==> src/rtl/preload_writer.sv <==
// preload_writer: parses 7-byte framed write commands from a byte stream into regfile/RAM writes.
// Keeps the CPU in reset until a frame flagged "last" has been written, then parks in DONE until start.
module preload_writer #(
  parameter int ERR_W  = 8,
  parameter int ADDR_W = 12
) (
  input  logic              clock,
  input  logic              reset,
  input  logic              start,
  input  logic              in_valid,
  input  logic [7:0]        in_data,
  output logic              in_ready,
  output logic              active,
  output logic              hold_cpu,
  output logic              rf_we,
  output logic [4:0]        rf_waddr,
  output logic [31:0]       rf_wdata,
  output logic              mem_we,
  output logic [ADDR_W-1:0] mem_addr,
  output logic [31:0]       mem_wdata,
  output logic              done,
  output logic [ERR_W-1:0]  err_count
);

  typedef enum logic [3:0] {
    S_CMD, S_AHI, S_ALO, S_D3, S_D2, S_D1, S_D0, S_WRITE, S_DONE
  } state_t;

  state_t state, state_nxt;

  logic        hs;
  logic        tgt_ram;
  logic        last_frame;
  logic        rsv_bad;
  logic [11:0] addr;
  logic [23:0] data_hi;
  logic        frame_ok;

  assign hs       = in_valid && in_ready;
  assign active   = (state != S_DONE);
  assign hold_cpu = active;
  assign done     = (state == S_DONE);

  // r0 is hard-wired, and the regfile only has 32 entries.
  assign frame_ok = !rsv_bad && (tgt_ram || ((addr[11:5] == 7'd0) && (addr[4:0] != 5'd0)));

  always_ff @(posedge clock) begin
    if (reset) begin
      state <= S_CMD;
    end else begin
      state <= state_nxt;
    end
  end

  always_comb begin
    state_nxt = state;
    in_ready  = 1'b0;
    case (state)
      S_CMD: begin
        in_ready = 1'b1;
        if (in_valid) state_nxt = S_AHI;
      end
      S_AHI: begin
        in_ready = 1'b1;
        if (in_valid) state_nxt = S_ALO;
      end
      S_ALO: begin
        in_ready = 1'b1;
        if (in_valid) state_nxt = S_D3;
      end
      S_D3: begin
        in_ready = 1'b1;
        if (in_valid) state_nxt = S_D2;
      end
      S_D2: begin
        in_ready = 1'b1;
        if (in_valid) state_nxt = S_D1;
      end
      S_D1: begin
        in_ready = 1'b1;
        if (in_valid) state_nxt = S_D0;
      end
      S_D0: begin
        in_ready = 1'b1;
        if (in_valid) state_nxt = S_WRITE;
      end
      S_WRITE: state_nxt = last_frame ? S_DONE : S_CMD;
      S_DONE:  if (start) state_nxt = S_CMD;
      default: state_nxt = S_CMD;
    endcase
  end

  // Write strobes are set on the D0 handshake, so they are high for exactly the WRITE cycle.
  always_ff @(posedge clock) begin
    if (reset) begin
      tgt_ram    <= 1'b0;
      last_frame <= 1'b0;
      rsv_bad    <= 1'b0;
      addr       <= '0;
      data_hi    <= '0;
      rf_we      <= 1'b0;
      rf_waddr   <= '0;
      rf_wdata   <= '0;
      mem_we     <= 1'b0;
      mem_addr   <= '0;
      mem_wdata  <= '0;
      err_count  <= '0;
    end else begin
      rf_we  <= 1'b0;
      mem_we <= 1'b0;
      if (hs) begin
        case (state)
          S_CMD: begin
            tgt_ram    <= in_data[7];
            last_frame <= in_data[6];
            rsv_bad    <= (in_data[5:0] != 6'd0);
          end
          S_AHI: addr[11:8]      <= in_data[3:0];
          S_ALO: addr[7:0]       <= in_data;
          S_D3:  data_hi[23:16]  <= in_data;
          S_D2:  data_hi[15:8]   <= in_data;
          S_D1:  data_hi[7:0]    <= in_data;
          S_D0: begin
            if (frame_ok) begin
              rf_we     <= !tgt_ram;
              mem_we    <= tgt_ram;
              rf_waddr  <= addr[4:0];
              rf_wdata  <= {data_hi, in_data};
              mem_addr  <= ADDR_W'(addr);
              mem_wdata <= {data_hi, in_data};
            end else if (err_count != {ERR_W{1'b1}}) begin
              err_count <= err_count + 1'b1;
            end
          end
          default: ;
        endcase
      end
    end
  end

endmodule

==> config.mk <==
export PLATFORM = sky130hd
export DESIGN_NAME = preload_writer
export DESIGN_NICKNAME = d
export VERILOG_FILES = /design/src/rtl/preload_writer.sv
export SDC_FILE = /design/constraint.sdc
export NUM_CORES = 1
export LEC_CHECK = 0
export BUFFER_PORTS_ARGS = -buffer_cell sky130_fd_sc_hd__buf_2
export CORE_UTILIZATION = 45
export CTS_BUF_LIST = sky130_fd_sc_hd__clkbuf_16
export DETAILED_ROUTE_END_ITERATION = 7
export PLACE_DENSITY = 0.72
export SYNTH_ARGS = -nofsm -noshare
export SYNTH_HDL_FRONTEND = slang
export SYNTH_SLANG_ARGS = --single-unit
==> constraint.sdc <==
create_clock -name clock -period 5.81 [get_ports clock]
set_input_delay 1.162 -clock clock [delete_from_list [all_inputs] [get_ports clock]]
set_output_delay 1.162 -clock clock [all_outputs]
set_load 0.05 [all_outputs]
Word-level counts from Yosys, hierarchy flattened. Index checks and enable logic that the tools add are counted.

Multiplexer cells: 11. Add/sub/neg operators: 1. Reductions and logical operators: 21. Eq/ne operators: 18. Bitwise gates (word level): 3.

Operators by type and width (number): 2-to-1 mux 4 bit (9); one-hot mux 4 bit (9 select lines) (1); equality test 4 x 3 -> 1 bit, second input constant (4); != test 2 bit, second input constant (8); AND reduction 2 bit (6); adder 8 x 1 -> 8 bit, second input constant (1); equality test 4 x 2 -> 1 bit, second input constant (2); != test 8 bit, second input constant (1); AND reduction 8 bit (1); zero test 7 bit (1); OR reduction 7 bit (1); nonzero test 6 bit (1); nonzero test 5 bit (1); equality test 4 x 1 -> 1 bit, second input constant (1); equality test 4 bit, second input constant (1); zero test 4 bit (1); != test 4 bit, second input constant (1); AND reduction 4 bit (1); OR reduction 4 bit (1); logical AND 1 bit (3); inverter 1 bit (3); AND reduction 3 bit (1); zero test 1 bit (2); logical OR 1 bit (1); 2-to-1 mux 1 bit (1).

Input bits: 12. Bits in registers: 102. Word-level logic and storage cells: 69.

Longest topological paths before layout. Gate-level depths: netlist of the first run.

Depth after elaboration: 6. Gate-level depth with buffers: 7. Mapped depth without buffers: 5.

Worst setup path after synthesis of the first run. OpenSTA, ideal clock, no wires.

Path type: register to output. From: reg state[1]. To: out hold_cpu. Buffers on the path: 2. Stages on the path, launching flop included: 5. Data arrival time: 3.417 ns. Setup slack: 1.231 ns. Path through: dfxtp_1 -> clkbuf_1 -> nor4b_1 -> inv_1 -> buf_4.

Cells in the longest elaborated chain, start to end: 1.

Ends and longest elaborated chain: from (decl) (RTL line 29) `state_t state, state_nxt;`; from (signal assigned) (RTL line 51) `state <= state_nxt;`; != test 4 bit (RTL line 40) `assign active = (state != S_DONE);`; to (decl) (RTL line 14) `output logic hold_cpu,`.

Every way passes these cells.

Worst setup path in the final report of the first run.
From: in in_valid. To: reg rf_we.

Cells in the longest elaborated chain, start to end: 3.

Ends and longest elaborated chain: from (decl) (RTL line 10) `input logic in_valid,`; logical AND 1 bit (RTL line 39) `assign hs = in_valid && in_ready;`; inverter 1 bit (no line); OR reduction 4 bit (no line); to (signal assigned) (RTL line 125) `rf_we <= !tgt_ram;`; to (decl) (RTL line 15) `output logic rf_we,`.

Every way passes these cells. A chain may end at the register's enable or synchronous reset.

==> out/summary.txt, run 1 <==
Reg area: 1940 sq um
CTS H-tree depth: 3
final core utilization: 53.0%
CP required: 6.06 ns
Post-Route Setup TNS: 0 ns
area grow syn2layout: 12.2%
EDFF count, synth: 0
post-synthesis mux area share: 19.7%
Die Span Y: 101 um
first drt pass iteration count: 4
Clock Tree Root: clkbuf_16
setup violators final: 0
number of hold buffers added after CTS: 0
main combinational cell family by area after synthesis: simple AND/OR/NAND/NOR gates
fill cell count: 883
Rows: 35
GR Overflow Total: 0
Seq cells post-synth: 97
hold endpoint: mem_wdata[12]
syn nets: 470
Max Clk Rate: 352 MHz
fin crit share: 48.9%
PwrDens: 262 nW/um^2
post-DP HPWL: 5.69 mm
simple-gate share of the synthesized area: 23.7%
Post-route DRC: 0
Crit Path Category: in2reg
CP startpoint kind: input port
Die X: 101 um
pin count of the biggest net entering global routing: 148
register area share after synthesis: 43.6%
Setup WS post-layout: 2.97 ns
antenna-violating nets left: 0
Lkg Pwr: 2.15 nW
top cell type's share of synthesized area: 43.6%
post-cts resize count: 0
top_reg_cell synth: dfxtp_1
slowest stage cell, crit path: buf_4
Multi-input gate area: 2060 sq um
R2R setup slack: 3.31 ns
Clock Sinks: 97
Vias: 3145
Slew headroom: 25.2%
Crit Path Max Fanout: 32
Async S/R FF share, synth: 0%
peak supply drop: 0.145 mV
1st-iter DRT viols: 131
post-synth top area cell: dfxtp_1
Distinct cells, synth: 39
Mapped Cells: 457
placed cells: 623
delay-heaviest family, CP: simple AND/OR/NAND/NOR gates
R2R depth: 4
Final min period: 2.84 ns
ANT cells: 0
Top Ports: 107
Inserted Clock Buffers: 9
CP Cell Sequence: buf_2, or3b_1, nor2_1, o21a_2, buf_4, nor3b_1
outcome: completed
core area: 9420 sq um
hold_sp: data_hi[4]
Initial Util: 47.3%
synth cell count leaders: dfxtp_1, nand2b_1, mux2i_1
Worst Path Buf+Inv: 2
Avg Cell Area, Syn: 9.74 sq um
GRT Total Usage: 17.5%
first-pass GRT wire length: 13.8 mm
final instance count without filler cells: 638
clock skew: 0.00842 ns
I/O Buffers: 106
crit-path max cell delay: 0.55 ns
dominant cell by count in the synthesized netlist: dfxtp_1
worst slew pin tran: 1.12 ns
Nets: 518
Slew Limit Fails: 0
Hold Vio Cnt, Final: 0
die area: 10300 sq um
Routed WL: 8.59 mm
layout cells sized above 1: 25.3%
critical path capture point type: register
Placement Cell Area: 4710 sq um
Max-cap violations: 0
synthesized cell area: 4450 sq um
hold depth: 2
fin area: 4990 sq um
vias per cell: 4.93
RD Place Congestion: 0.745
top area cells in the synthesized netlist: dfxtp_1, mux2i_1, nand2b_1, buf_4, nor2_1
RR Startpoint: tgt_ram
worst reg2reg endpoint: rf_we
via count of the first global-routing pass: 2929
Skew-Pair Late Insertion Delay: 0.34 ns
RSZ-0062 raised after global routing: false
Worst Path Arrival: 3.09 ns
mean routed wirelength per cell: 13.5 um
Synth Area in Compound Gates: 2.50%
yosys warns: 0
Setup Fix Bufs, Post-CTS: 0
CTS tree: done
worst slack, placed: 2.63 ns
clock buffer depth: 2
hold crit path type: reg2reg
CTS clk-pin slew, worst paths: 0.07 ns
post-synthesis adder-cell area fraction: 0.281%
XOR/XNOR share of the synthesized area: 0%
initial antenna violation count: 0
==> worst max path at each step <==
stage	slack, ns	to	from	depth (start not counted)
after floorplan	1.23	hold_cpu	state[1]	4
after global placement	2.70	rf_we	in_valid	6
after detailed placement	2.63	rf_we	in_valid	6
after CTS	2.98	rf_we	in_valid	6
after global routing	2.84	rf_we	in_valid	6
final	2.97	rf_we	in_valid	6
==> where the power goes <==
group / total (mW) / switching (mW) / leakage (nW) / internal (mW)
clock network: 0.574 / 0.245 / 0.139 / 0.329
logic: 0.0578 / 0.0344 / 1.23 / 0.0235
registers: 0.676 / 0.00607 / 0.782 / 0.670
==> cell families after synthesis <==
kind of cell,count (synthesis)
AO/OA/AOI/OAI,17
adder cells (fa/ha/maj),1
buffers and inverters,71
flip-flops,97
multiplexers,87
AND/OR/NAND/NOR,184
==> final cells by class <==
| type | instances | share of cell area [%] |
|---|---|---|
| tap | 129 | 3.23 |
| clock buffer | 9 | 4.51 |
| clock inverter | 6 | 1.20 |
| multi-input combinational | 289 | 41.3 |
| sequential | 97 | 38.9 |
| timing repair buffer | 107 | 10.8 |
| inverter | 1 | 0.0752 |
==> state kept, by name (all words and copies together), names as in the netlist, 4 cells and up <==
register	flops
addr	12
data_hi	24
err_count	8
mem_addr	8
mem_wdata	32
rf_waddr	4
state	4
==> layout by cell type, fill, tap and decap left out, types with 2 or more instances in the layout <==
cell type	Yosys	routed
buf_2	2	105
dfxtp_1	97	97
nand2b_1	87	87
mux2i_1	81	81
nor2_1	45	45
clkbuf_16	0	9
nor2b_1	8	8
a21oi_1	8	8
nor4_1	6	6
nand2_1	6	6
mux2_2	6	6
nand3_1	5	5
nor3_1	4	4
or4_1	3	3
nor3b_1	3	3
nor4b_1	2	2
nand3b_1	2	2
and4b_1	2	2
and3b_1	2	2
and3_1	2	2
nand4_1	2	2
o31ai_1	2	2
clkinv_2	0	2
buf_4	42	2
==> per-stage QoR <==
stage | hold WS, ns | total power [mW]
2_1_floorplan | 0.428 | 0.733
3_3_place_gp | 0.455 | 0.747
3_5_place_dp | 0.463 | 0.749
4_1_cts | 0.471 | 1.32
5_1_grt | 0.477 | 1.36
6_report | 0.467 | 1.31
==> worst reg2reg max path: stages (launching register included) <==
cell	delay (ns)
dfxtp_1	0.41
nor2b_1	0.65
o21a_2	0.53
buf_4	0.56
nor3b_1	0.26
==> metal layers <==
layer  wire length, um  GRT usage (%)
met5                 0              0
met4               163           7.02
met3               419           4.83
met2              4040           29.6
met1              3970           21.0
Note: power is estimated with default switching activity, not from simulation.
==> inputs of run 2 (changes only) <==
==> constraint.sdc (replaced) <==
create_clock -name clock -period 2.9 [get_ports clock]
set_input_delay 0.58 -clock clock [delete_from_list [all_inputs] [get_ports clock]]
set_output_delay 0.58 -clock clock [all_outputs]
set_load 0.05 [all_outputs]
==> run 2 against run 1 <==
  * Cell count rose by 0.63%
  * Design area rose by 1.9%
  * Sequential power rose by 100%
  * Largest power group unchanged
  * Highest routed layer unchanged
==> out/summary.txt, run 2 (synthesis gave the netlist of run 1 again) <==
Vias: 3154 (was 3145)
Crit Path Category: reg2reg (was in2reg)
CP required: 3.12 ns (was 6.06 ns)
routed metal-1 wirelength: 4.12 mm (was 3.97 mm)
vias per cell: 4.91 (was 4.93)
Clock Sinks: 97 (unchanged)
Post-Route Setup TNS: 0 ns (unchanged)
Slew Limit Fails: 0 (unchanged)
CTS tree: done (unchanged)
Clock Tree Root: clkbuf_16 (unchanged)
Skew-Pair Late Insertion Delay: 0.33 ns (was 0.34 ns)
Setup WS post-layout: 0.785 ns (was 2.97 ns)
most frequent cells in the layout: buf_2, dfxtp_1, nand2b_1, mux2i_1, nor2_1 (unchanged)
mean routed wirelength per cell: 13.8 um (was 13.5 um)
Crit Path Max Fanout: 10 (was 32)
GRT Total Usage: 17.8% (was 17.5%)
1st-iter DRT viols: 138 (was 131)
setup violators final: 0 (unchanged)
Lkg Pwr: 2.20 nW (was 2.15 nW)
Initial Util: 47.3% (unchanged)
clock buffer depth: 2 (unchanged)
die area: 10300 sq um (unchanged)
critical path capture point type: register (unchanged)
Die Span Y: 101 um (unchanged)
RR Startpoint: err_count[0] (was tgt_ram)
peak supply drop: 0.326 mV (was 0.145 mV)
first drt pass iteration count: 5 (was 4)
Setup Fix Bufs, Post-CTS: 0 (unchanged)
worst slew pin tran: 0.813 ns (was 1.12 ns)
max FFs per register: 32 (unchanged)
largest register by flop count: mem_wdata (unchanged)
CTS H-tree depth: 3 (unchanged)
antenna-violating nets left: 0 (unchanged)
Worst Path Arrival: 2.34 ns (was 3.09 ns)
commonest non-fill, non-tap cell in the layout: buf_2 (unchanged)
RD Place Congestion: 0.734 (was 0.745)
Post-route DRC: 0 (unchanged)
ANT cells: 0 (unchanged)
Final min period: 2.11 ns
Hold Vio Cnt, Final: 0 (unchanged)
hold crit path type: reg2reg (unchanged)
hold_sp: last_frame (was data_hi[4])
R2R setup slack: 0.79 ns (was 3.31 ns)
fin crit share: 72.9%
Routed WL: 8.85 mm (was 8.59 mm)
post-DP HPWL: 5.85 mm (was 5.69 mm)
CP startpoint kind: register (was input port)
Die X: 101 um (unchanged)
post-cts resize count: 0 (unchanged)
first-pass GRT wire length: 14.1 mm (was 13.8 mm)
I/O Buffers: 106 (unchanged)
number of hold buffers added after CTS: 0 (unchanged)
initial antenna violation count: 0 (unchanged)
Max-cap violations: 0 (unchanged)
core area: 9420 sq um (unchanged)
CTS clk-pin slew, worst paths: 0.06 ns (was 0.07 ns)
delay-heaviest family, CP: simple AND/OR/NAND/NOR gates (unchanged)
CP Cell Sequence: ha_1, and3_1, a311o_1, nor4b_1, mux2_2 (was buf_2, or3b_1, nor2_1, o21a_2, buf_4, nor3b_1)
worst slack, placed: 0.519 ns (was 2.63 ns)
routed wl met2: 4.27 mm (was 4.04 mm)
Worst Path Buf+Inv: 0 (was 2)
top flop regs: mem_wdata: 32 flops, data_hi: 24 flops, addr: 12 flops (unchanged)
PwrDens: 536 nW/um^2 (was 262 nW/um^2)
Top Ports: 107 (unchanged)
Worst Setup SP: err_count[0] (was in_valid)
Slew headroom: 45.7% (was 25.2%)
outcome: completed (unchanged)
RSZ-0062 raised after global routing: false (unchanged)
area grow syn2layout: 14.4% (was 12.2%)
slowest stage cell, crit path: a311o_1 (was buf_4)
WL met3: 381 um (was 419 um)
layout cells sized above 1: 26.1% (was 25.3%)
GR Overflow Total: 0 (unchanged)
crit-path max cell delay: 0.46 ns (was 0.55 ns)
pin count of the biggest net entering global routing: 79 (was 148)
via count of the first global-routing pass: 2832 (was 2929)
Rows: 35 (unchanged)
highest metal used: met4 (unchanged)
Inserted Clock Buffers: 9 (unchanged)
Nets: 521 (was 518)
Max Clk Rate: 473 MHz
clock skew: 0.00571 ns (was 0.00842 ns)
==> run 2: cell types whose count changed in the layout (fill, tap and decap cells not counted) <==
cell / before / now
buf_12: 0 / 2
inv_1: 1 / 2
clkinv_1: 1 / 0
buf_4: 2 / 3
nor4b_1: 2 / 1
inv_6: 0 / 1
clkinv_2: 2 / 1
bufinv_16: 1 / 2
nor4b_4: 0 / 1
==> run 2: layout make-up <==
type / instances / area (sq um)
inverters: 1 / 3.75
clock inverters: 7 / 93.8
well taps: 129 / 161
flip-flops and latches: 97 / 1940
fillers: 845 / 4330
repair buffers: 110 / 588
multi-input cells: 289 / 2070
clock buffers: 9 / 225
==> run 2: worst register-to-register path, cell delays in order (launching register included) <==
cell and delay (ns):
dfxtp_1 0.38, ha_1 0.24, and3_1 0.22, a311o_1 0.46, nor4b_1 0.34, mux2_2 0.38
==> run 2: final timing paths <==
kind / end / cells after the start
worst max-delay path: err_count[2] / 5
worst min-delay path: last_frame / 2
worst max register to register: err_count[2] / 5
worst min register to register: last_frame / 2
==> run 2: per-layer routing <==
metal	global-route usage (%)	up-vias
li1	-	1587
met1	22.9	1484
met2	29.8	76
met3	3.86	7
met4	5.35	0
met5	0	-
==> run 2: power by group <==
group          switching [mW]  total [mW]  internal [mW]
Combinational          0.0714       0.122         0.0509
Clock                   0.496        1.25          0.755
Sequential             0.0132        1.36           1.34
Total                   0.580        2.73           2.15
==> run 2: per-stage QoR <==
step / cells / hold WS, ns / util [%] / total power, mW / cell area, sq um
final: 642 / 0.472 / 54.0 / 2.73 / 5090
after global routing: 642 / 0.489 / 54.0 / 2.83 / 5090
after CTS: 642 / 0.473 / 54.0 / 2.76 / 5090
after detailed placement: 626 / 0.464 / 50.7 / 1.51 / 4770
after global placement: 626 / 0.452 / 50.7 / 1.50 / 4770
after floorplan: 457 / 0.428 / - / 1.47 / 4460
